==> src/rtl/dcache_coh_ctrl_pkg.sv <==
// rtl/dcache_coh_ctrl_pkg.sv - shared MSI, FSM and fill-source encodings for dcache_coh_ctrl
package dcache_coh_ctrl_pkg;

    localparam int NUM_LINES = 8;
    localparam int IDX_W     = 3;
    localparam int TAG_W     = 10;
    localparam int ADDR_W    = IDX_W + TAG_W;

    typedef enum logic [1:0] {
        MSI_I = 2'b00,
        MSI_S = 2'b01,
        MSI_M = 2'b10
    } msi_t;

    typedef enum logic [1:0] {
        IDLE = 2'b00,
        REQ  = 2'b01,
        FILL = 2'b10,
        UPG  = 2'b11
    } coh_st_t;

    localparam logic [1:0] SOURCE_DMEM       = 2'b00;
    localparam logic [1:0] SOURCE_OTHER_PROC = 2'b01;
    localparam logic [1:0] SOURCE_NONE       = 2'b11;

endpackage

==> src/rtl/dcache_coh_ctrl_coh_tag_array.sv <==
// rtl/dcache_coh_ctrl_coh_tag_array.sv - 8-entry tag/MSI store, CPU and snoop read ports, one prioritised write port
module coh_tag_array
    import dcache_coh_ctrl_pkg::*;
(
    input  logic             clk,
    input  logic             rst_n,
    input  logic [IDX_W-1:0] cpu_idx,
    output logic [TAG_W-1:0] cpu_tag,
    output msi_t             cpu_st,
    input  logic [IDX_W-1:0] snp_idx,
    output logic [TAG_W-1:0] snp_tag,
    output msi_t             snp_st,
    input  logic             snp_wr,
    input  msi_t             snp_wst,
    input  logic             fill_wr,
    input  logic [IDX_W-1:0] fill_idx,
    input  logic [TAG_W-1:0] fill_tag,
    input  msi_t             fill_wst
);

    logic [TAG_W-1:0] tags   [NUM_LINES];
    msi_t             states [NUM_LINES];

    assign cpu_tag = tags[cpu_idx];
    assign cpu_st  = states[cpu_idx];
    assign snp_tag = tags[snp_idx];
    assign snp_st  = states[snp_idx];

    // Single write port: snoop state changes take precedence over fills and upgrades
    always_ff @(posedge clk or negedge rst_n) begin
        if (!rst_n) begin
            for (int i = 0; i < NUM_LINES; i++) begin
                tags[i]   <= '0;
                states[i] <= MSI_I;
            end
        end else if (snp_wr) begin
            states[snp_idx] <= snp_wst;
        end else if (fill_wr) begin
            tags[fill_idx]   <= fill_tag;
            states[fill_idx] <= fill_wst;
        end
    end

endmodule

==> src/rtl/dcache_coh_ctrl.sv <==
// rtl/dcache_coh_ctrl.sv - MSI data-cache coherence controller; COH_PERF_EN adds hit/miss counters
module dcache_coh_ctrl
    import dcache_coh_ctrl_pkg::*;
(
    input  logic              clk,
    input  logic              rst_n,
    input  logic              cpu_re,
    input  logic              cpu_we,
    input  logic [ADDR_W-1:0] cpu_addr,
    output logic              cpu_stall,
    output logic              read_miss,
    output logic              write_miss,
    output logic              invalidate,
    output logic [ADDR_W-1:0] BICO,
    input  logic              grant,
    input  logic [1:0]        datasel,
    input  logic              u_rdy,
    input  logic              search,
    input  logic [ADDR_W-1:0] BOCI,
    output logic              search_found,
    input  logic              inv_from_other,
`ifdef COH_PERF_EN
    output logic [15:0]       hit_cnt,
    output logic [15:0]       miss_cnt,
`endif
    output logic [1:0]        block_state
);

    coh_st_t           state;
    logic [ADDR_W-1:0] lat_addr;
    logic              lat_we;

    logic [TAG_W-1:0]  cpu_line_tag, snp_line_tag;
    msi_t              cpu_line_st, snp_line_st;
    logic              access, tag_hit, hit, wr_upg, collide, idle_acc, hit_ok, miss_go;
    logic              snp_match, snp_wr, fill_done, upg_inv, fill_wr;
    msi_t              snp_wst, fill_wst;

    coh_tag_array u_tags (
        .clk      (clk),
        .rst_n    (rst_n),
        .cpu_idx  (cpu_addr[IDX_W-1:0]),
        .cpu_tag  (cpu_line_tag),
        .cpu_st   (cpu_line_st),
        .snp_idx  (BOCI[IDX_W-1:0]),
        .snp_tag  (snp_line_tag),
        .snp_st   (snp_line_st),
        .snp_wr   (snp_wr),
        .snp_wst  (snp_wst),
        .fill_wr  (fill_wr),
        .fill_idx (lat_addr[IDX_W-1:0]),
        .fill_tag (lat_addr[ADDR_W-1:IDX_W]),
        .fill_wst (fill_wst)
    );

    // CPU-side lookup; a same-index snoop in the same cycle defers the access by one cycle
    assign access   = cpu_re | cpu_we;
    assign tag_hit  = (cpu_line_tag == cpu_addr[ADDR_W-1:IDX_W]) && (cpu_line_st != MSI_I);
    assign hit      = tag_hit && (!cpu_we || (cpu_line_st == MSI_M));
    assign wr_upg   = tag_hit && cpu_we && (cpu_line_st == MSI_S);
    assign collide  = (search | inv_from_other) && (BOCI[IDX_W-1:0] == cpu_addr[IDX_W-1:0]);
    assign idle_acc = (state == IDLE) && access && !collide;
    assign hit_ok   = idle_acc && hit;
    assign miss_go  = idle_acc && !hit;

    assign cpu_stall = rst_n && access && !hit_ok;
    assign BICO      = !rst_n ? '0 : (state != IDLE) ? lat_addr : cpu_addr;

    // Snoop-side lookup and the state change it implies
    assign snp_match    = (snp_line_tag == BOCI[ADDR_W-1:IDX_W]);
    assign search_found = search && snp_match && (snp_line_st != MSI_I);
    assign block_state  = snp_match ? snp_line_st : MSI_I;
    assign snp_wr       = snp_match && (snp_line_st != MSI_I) &&
                          (inv_from_other || (search && (snp_line_st == MSI_M)));
    assign snp_wst      = inv_from_other ? MSI_I : MSI_S;

    // Fill/upgrade commit waits whenever a snoop owns the write port
    assign fill_done = grant && ((datasel != SOURCE_NONE) || u_rdy);
    assign upg_inv   = inv_from_other && (BOCI == lat_addr);
    assign fill_wr   = !snp_wr && (((state == FILL) && fill_done) ||
                                   ((state == UPG) && grant && !upg_inv));
    assign fill_wst  = (lat_we || (state == UPG)) ? MSI_M : MSI_S;

    // Miss/upgrade sequencer with registered bus request outputs
    always_ff @(posedge clk or negedge rst_n) begin
        if (!rst_n) begin
            state      <= IDLE;
            lat_addr   <= '0;
            lat_we     <= 1'b0;
            read_miss  <= 1'b0;
            write_miss <= 1'b0;
            invalidate <= 1'b0;
        end else begin
            case (state)
                IDLE: begin
                    if (miss_go) begin
                        lat_addr <= cpu_addr;
                        lat_we   <= cpu_we;
                        if (wr_upg) begin
                            state      <= UPG;
                            invalidate <= 1'b1;
                        end else begin
                            state      <= REQ;
                            read_miss  <= !cpu_we;
                            write_miss <= cpu_we;
                        end
                    end
                end
                REQ: begin
                    if (grant) begin
                        state      <= FILL;
                        read_miss  <= 1'b0;
                        write_miss <= 1'b0;
                    end
                end
                FILL: begin
                    if (fill_wr) state <= IDLE;
                end
                UPG: begin
                    if (upg_inv) begin
                        state      <= REQ;
                        invalidate <= 1'b0;
                        write_miss <= 1'b1;
                        lat_we     <= 1'b1;
                    end else if (fill_wr) begin
                        state      <= IDLE;
                        invalidate <= 1'b0;
                    end
                end
                default: state <= IDLE;
            endcase
        end
    end

`ifdef COH_PERF_EN
    logic miss_evt;
    assign miss_evt = (miss_go && !wr_upg) || ((state == UPG) && upg_inv);

    // Saturating counters of IDLE hits and entries into REQ
    always_ff @(posedge clk or negedge rst_n) begin
        if (!rst_n) begin
            hit_cnt  <= '0;
            miss_cnt <= '0;
        end else begin
            if (hit_ok && (hit_cnt != 16'hFFFF))    hit_cnt  <= hit_cnt + 16'd1;
            if (miss_evt && (miss_cnt != 16'hFFFF)) miss_cnt <= miss_cnt + 16'd1;
        end
    end
`else
    // hit/miss counters are absent in this build
`endif

endmodule
==> config.mk <==
export PLATFORM = sky130hd
export DESIGN_NAME = dcache_coh_ctrl
export DESIGN_NICKNAME = d
export VERILOG_FILES = /design/src/rtl/dcache_coh_ctrl_pkg.sv /design/src/rtl/dcache_coh_ctrl_coh_tag_array.sv /design/src/rtl/dcache_coh_ctrl.sv
export SDC_FILE = /design/constraint.sdc
export NUM_CORES = 1
export LEC_CHECK = 0
export ABC_AREA = 1
export CAP_MARGIN = 20
export CORE_MARGIN = 2
export CORE_UTILIZATION = 47
export DETAILED_ROUTE_END_ITERATION = 12
export GPL_TIMING_DRIVEN = 0
export PLACE_DENSITY = 0.66
export SYNTH_ARGS = -nofsm -noshare
export SYNTH_HDL_FRONTEND = slang
export SYNTH_SLANG_ARGS = --single-unit
==> constraint.sdc <==
create_clock -name clk -period 6.39 [get_ports clk]
set_input_delay 1.278 -clock clk [delete_from_list [all_inputs] [get_ports clk]]
set_output_delay 1.278 -clock clk [all_outputs]
set_load 0.005 [all_outputs]
After elaboration in Yosys (flattened, before gate mapping)
Cells that the tools add are included.
- register bits after elaboration: 115
- output and inout bits: 20
- bits in read-only memories: 0
- word-level logic and storage cells: 149
- input port bits: 36
- bits in latches: 0
- memories kept: 0
- bits in writable memories: 0
- reductions and logical operators: 50
- mux-type cells: 49
- equal/unequal tests: 17
- multiply operators: 0
- add/subtract/negate cells: 0
- divide/modulo/power cells: 0
- magnitude comparators: 5
- shifts and indexed selects: 0
- bitwise logic cells: 6
- operators with widths (operator ; number):
    bitwise mux 80 bit ; 1
    binary-select mux 10 bit (select 3 bit) ; 2
    2-to-1 mux 10 bit ; 5
    bitwise mux 16 bit ; 2
    2-to-1 mux 16 bit ; 2
    demux 10 bit (select 3 bit) ; 1
    2-to-1 mux 13 bit ; 2
    2-to-1 mux 2 bit ; 13
    logical AND 1 bit ; 24
    == test 10 bit ; 2
    == test 13 bit ; 1
    binary-select mux 2 bit (select 3 bit) ; 2
    demux 2 bit (select 3 bit) ; 2
    greater-or-equal comparator 4 bit, second input constant ; 3
    2-to-1 mux 1 bit ; 12
    inequality test 2 bit, second input constant ; 6
    inverter 3 -> 4 bit ; 3
    nonzero test 2 bit ; 6
    == test 2 bit, second input constant ; 4
    less-than comparator 4 x 1 -> 1 bit, second input constant ; 2
    one-hot mux 2 bit (4 select lines) ; 1
    AND reduction 4 bit ; 2
    zero test 1 bit ; 6
    one-hot mux 1 bit (2 select lines) ; 3
    other kinds (12) ; 20

Longest topological paths before layout
- depth after elaboration: 13
- depth in mapped cells: 19
- gate-level depth less buffers: 18

Cells and area by module
From an unflattened synthesis, not the netlist that was laid out.
- cells, all modules: 1309
- area total of the unflattened synthesis: 8211.6 sq um
- by module, submodules not included (module ; cells an instance ; area an instance (sq um) ; instances ; sequential area each (sq um)):
    coh_tag_array ; 1004 ; 6427.4 ; 1 ; 2402.3
    dcache_coh_ctrl ; 305 ; 1784.2 ; 1 ; 475.5

Worst setup path after synthesis
OpenSTA, ideal clock, no wires.
- path kind: input to output
- start point: input port cpu_addr[0]
- end point: output port cpu_stall
- required time: 5.112 ns
- arrival: 2.605 ns
- buffers on the path: 3
- stages: 12
- slack: 2.507 ns
- cell sequence: buf_2 -> inv_2 -> buf_4 -> buf_2 -> o21ai_0 -> nand3_1 -> nand3_1 -> nand3_1 -> nor2_1 -> nand3b_1 -> o221ai_1 -> inv_1
- word-level cells in the longest chain between the ends: 10
- elaborated cells on any way between the ends: 20
- those cells by class: eq/ne: 3; mux: 6; bitwise: 1; reduce/logical: 10
- RTL lines (element ; RTL line ; RTL):
    from (decl) ; dcache_coh_ctrl.sv:9 ; input logic [ADDR_W-1:0] cpu_addr,
    inverter 3 -> 4 bit (implied by the code) ; dcache_coh_ctrl_coh_tag_array.sv:24, dcache_coh_ctrl_coh_tag_array.sv:25 ;
    binary-select mux 10 bit (select 3 bit) / binary-select mux 2 bit (select 3 bit) (equally long branches) ; dcache_coh_ctrl_coh_tag_array.sv:24, dcache_coh_ctrl_coh_tag_array.sv:25 ;
    2-to-1 mux 10 bit (implied by the code) / 2-to-1 mux 2 bit (equally long branches) (2 in series) ; dcache_coh_ctrl_coh_tag_array.sv:24, dcache_coh_ctrl_coh_tag_array.sv:25 ;
    == test 10 bit, or another cell as far along ; dcache_coh_ctrl.sv:58 ; assign tag_hit = (cpu_line_tag == cpu_addr[ADDR_W-1:IDX_W]) && (cpu_line_st != MSI_I);
    logical AND 1 bit / logical OR 1 bit (equally long branches) ; dcache_coh_ctrl.sv:58, dcache_coh_ctrl.sv:59 ;
    logical AND 1 bit ; dcache_coh_ctrl.sv:59 ; assign hit = tag_hit && (!cpu_we || (cpu_line_st == MSI_M));
    logical AND 1 bit * ; dcache_coh_ctrl.sv:63 ; assign hit_ok = idle_acc && hit;
    zero test 1 bit * ; dcache_coh_ctrl.sv:66 ; assign cpu_stall = rst_n && access && !hit_ok;
    logical AND 1 bit * ; dcache_coh_ctrl.sv:66 ;
    to (decl) ; dcache_coh_ctrl.sv:10 ; output logic cpu_stall,
Every way passes the cells marked *; elsewhere a longest branch is shown, timed or not. The select of a mux whose other input is x is not followed.

Final worst setup path
- start point: input port BOCI[1]
- end point: output port search_found
- word-level cells in the longest chain between the ends: 7
- elaborated cells on any way between the ends: 11
- those cells by class: eq/ne: 1; mux: 6; bitwise: 1; reduce/logical: 3
- RTL lines (element ; RTL line ; RTL):
    from (decl) ; dcache_coh_ctrl.sv:19 ; input logic [ADDR_W-1:0] BOCI,
    inverter 3 -> 4 bit (implied by the code) * ; dcache_coh_ctrl_coh_tag_array.sv:26, dcache_coh_ctrl_coh_tag_array.sv:27 ;
    binary-select mux 10 bit (select 3 bit) ; dcache_coh_ctrl_coh_tag_array.sv:26 ; assign snp_tag = tags[snp_idx];
    2-to-1 mux 10 bit (implied by the code) (2 in series) ; dcache_coh_ctrl_coh_tag_array.sv:26 ;
    == test 10 bit ; dcache_coh_ctrl.sv:70 ; assign snp_match = (snp_line_tag == BOCI[ADDR_W-1:IDX_W]);
    logical AND 1 bit ; dcache_coh_ctrl.sv:71 ; assign search_found = search && snp_match && (snp_line_st != MSI_I);
    logical AND 1 bit * ; dcache_coh_ctrl.sv:71 ;
    to (decl) ; dcache_coh_ctrl.sv:20 ; output logic search_found,
Marked as above.

==> impl_metrics.yaml <==
final_layout:
  area.growth.synth_to_final_pct: 18.7
  antennaDiodeCount: 0
  post_layout_nonfiller_instances: 1501
  multi_input_area_um2: 4030
  post_route_cells_drive_above_1_share: 0.0835
  nNetsFinal: 1304
  combined_flip_flop_and_latch_cell_area_um2: 2880
  fillerInstances: 1595
placed_design:
  dp_hpwl_mm: 20.7
  dpl_worst_slack_ns: 0.799
  placement.io_buffers: 52
  place_inst: 1469
  gp_routability_congestion: 0.925
min_path:
  hold_path_class: "flip-flop to flip-flop"
yosys:
  synth_ff_type: "dfrtp_1"
  ys_async_sr_fraction: 1.00
  flip_flop_and_latch_count_after_synthesis: 115
  yosys_warnings: 0
  yosys.area.top_type_share: 0.370
  post-synth-top-area-cell: "dfrtp_1"
  ys_top_cells_by_area: "dfrtp_1 37%, nand2_1 21%, nand3_1 7.7%, inv_1 5.7%, o21ai_0 5.2%"
  synth_enable_flop_cells: 0
  synth.avg_cell_area_um2: 6.51
  synth_area_um2: 7780
  synth.net_count: 1232
  synth.yosys.seq_area_share: 0.370
  synth.distinct_cells: 34
  post_synth_inst_count: 1196
cts:
  tritoncts.num_buffers: 17
  cts_buffer_depth: 2
  clk_pin_slew_ns: 0.06
  h-tree-depth: 4
  ctsResizeCount: 0
  post_cts_buffers: 0
  cts.root.buffer_cell: "clkbuf_16"
  cts_num_sinks: 115
  cts_tree: "yes"
  clk_latency_ns: 0.44
  holdBufCountCts: 0
timing:
  rsz_0062_raised_after_global_routing: "no"
  slew-limit-headroom: 0.488
  layout_min_cycle_time_ns: 5.67
  max_slew.worst_pin.slew_ns: 0.757
  fin_hold_ws_ns: 0.469
  finalHoldViolCount: 0
  setup_viol: 0
  slew_violations: 0
  max_frequency_mhz: 176
  timing.final.ws_setup_ns: 0.722
  final.setup_skew_ns: 0.0101
  final_min_period_over_clock_period: 0.887
floorplan:
  die_area_um2: 17600
  die_width_um: 133
  design.core.area_um2: 16400
  initial_core_util: 0.474
  io-pin-count: 56
  rows: 47
  die-height_um: 133
detailed_routing:
  viasPerCell: 5.57
  routed-via-count: 8365
  dr.pass1.iters: 8
  drt-wirelength-per-cell_um: 18.9
  violation_count_after_the_first_detailed_route_iteration: 1164
  ant_nets: 0
  detail_route.wirelength_mm: 28.3
  drc: 0
power_and_ir_drop:
  peakVddDrop_v: 0.000246
  clockPowerShare: 0.281
  share_comb_of_total_power: 0.388
  seq_power_share: 0.332
  power.density_cell_area_nw_per_um2: 406
  total_leakage_power_nw: 4.65
  p_switching_mw: 1.59
  power.internal_mw: 2.16
  switching_share: 0.424
grt:
  overflow: 0
  grt_first_pass_wirelength_mm: 43.6
  maximum_number_of_pins_on_one_net_before_global_route_repair: 81
  antenna_found_initial: 0
  vias_in_the_first_global_route: 7552
  grt.total_usage: 0.327
critical_path:
  timing.critical_path.cells: "clkdlybuf4s50_1 > inv_1 > nor2_1 > o211ai_1 > nand2_1 > o21ai_0 > nand2_1 > nand3_1 > nor2_2 > nand3_1 > a21oi_1 > clkdlybuf4s50_1"
  worstSetupEndpointType: "output pin"
  critical_path.max_stage_delay_ns: 0.64
  path_class: "input port to output pin"
  worst-endpoint-required_ns: 5.11
  critical_path.n_buffers_inverters: 3
  crit_path_top_delay_cell: "nor2_1"
  crit_arrival_ns: 4.39
  critical_path.max_fanout: 7
  crit_path_start_kind: "input port"
  timing.critical_path.max_delay_family: "simple AND/OR/NAND/NOR gates"
flow_run:
  cap_viol_max_count: 0
status:
  outcome: "finished, final reports clean"
## placed cells by master (no fill, tap or decap), drive strengths merged, types with 14 or more instances in the layout
cell	count
clkbuf	31
dfrtp	115
nor2	78
nand3	127
nand2	445
a21oi	23
inv	133
clkdlybuf4s50	51
o21ai	157
buf	53
nor3	14
## final cells by class
type	instances	area share
tap	220	0.0298
inverter	123	0.0500
clock buffer	17	0.0460
multi-input combinational	893	0.436
timing repair buffer	53	0.0594
clock inverter	15	0.0226
buffer	65	0.0444
sequential	115	0.311
## logic make-up (layout without fill, tap and decap cells)
family / after synthesis / count (layout) / synth area share
simple gates: 688 / 688 / 0.377
buf+inv: 188 / 273 / 0.112
flops: 115 / 115 / 0.370
xor+xnor: 6 / 6 / 0.00675
compound gates: 199 / 199 / 0.134
## worst reg2reg max path, cell delays in order, from the launching register on
cell      delay, ns
dfrtp_1        0.32
clkbuf_1       0.37
inv_1          0.24
nor2_1         0.22
nor3_1         0.10
nand4_1        0.08
nor2_1         0.06
nand3_1        0.13
nand3_1        0.09
o21ai_0        0.13
buf_2          0.42
nand3_4        0.20
buf_6          0.19
nand2_1        0.07
o21ai_1        0.07
## cell usage after synthesis (all sizes together) (12+ instances only)
library cell / number
nand3: 127
nor2: 78
nor3: 14
nand2: 445
inv: 123
o211ai: 12
a21oi: 23
clkbuf: 14
o21ai: 157
nand4: 13
dfrtp: 115
buf: 51
## power by group through the flow
stage / clock network, mW / registers [mW] / logic [mW]
final: 1.05 / 1.25 / 1.46
after global routing: 1.09 / 1.28 / 1.64
after CTS: 1.05 / 1.24 / 1.43
after detailed placement: 0 / 1.24 / 1.42
after global placement: 0 / 1.24 / 1.40
after floorplan: 0 / 1.18 / 0.985
## state kept, by name (all words and copies together) (netlist names)
name,cells
read_miss,1
lat_addr,13
u_tags.tags,80
state,2
invalidate,1
write_miss,1
u_tags.states,16
lat_we,1
## stage by stage
stage	power [mW]	util	area, µm²	setup TNS (ns)
2_1_floorplan	2.16	-	7780	0
3_3_place_gp	2.64	0.523	8580	-113.04
3_5_place_dp	2.67	0.525	8610	0
4_1_cts	3.72	0.563	9240	0
5_1_grt	4.00	0.563	9240	0
6_report	3.76	0.563	9240	0
## per-layer routing
layer,part of all wire,global-route usage,vias to the layer above
met4,0.029,0.106,0
li1,-,-,3985
met1,0.43,0.453,3838
met2,0.43,0.503,482
met5,0,0,-
met3,0.11,0.0835,60
## final timing paths
path                            cells after the start  slack (ns)              end         from
worst max-delay path                               12        0.72     search_found      BOCI[1]
worst min-delay path                                2        0.47       write_miss   write_miss
worst max register to register                     14        3.59  u_tags.tags[66]  lat_addr[0]
worst min register to register                      2        0.47       write_miss   write_miss
max in group asynchronous                           2        4.90      lat_addr[9]        rst_n
min in group asynchronous                           1        0.74  u_tags.tags[58]        rst_n
No activity file was read; power rests on OpenSTA's default activity.
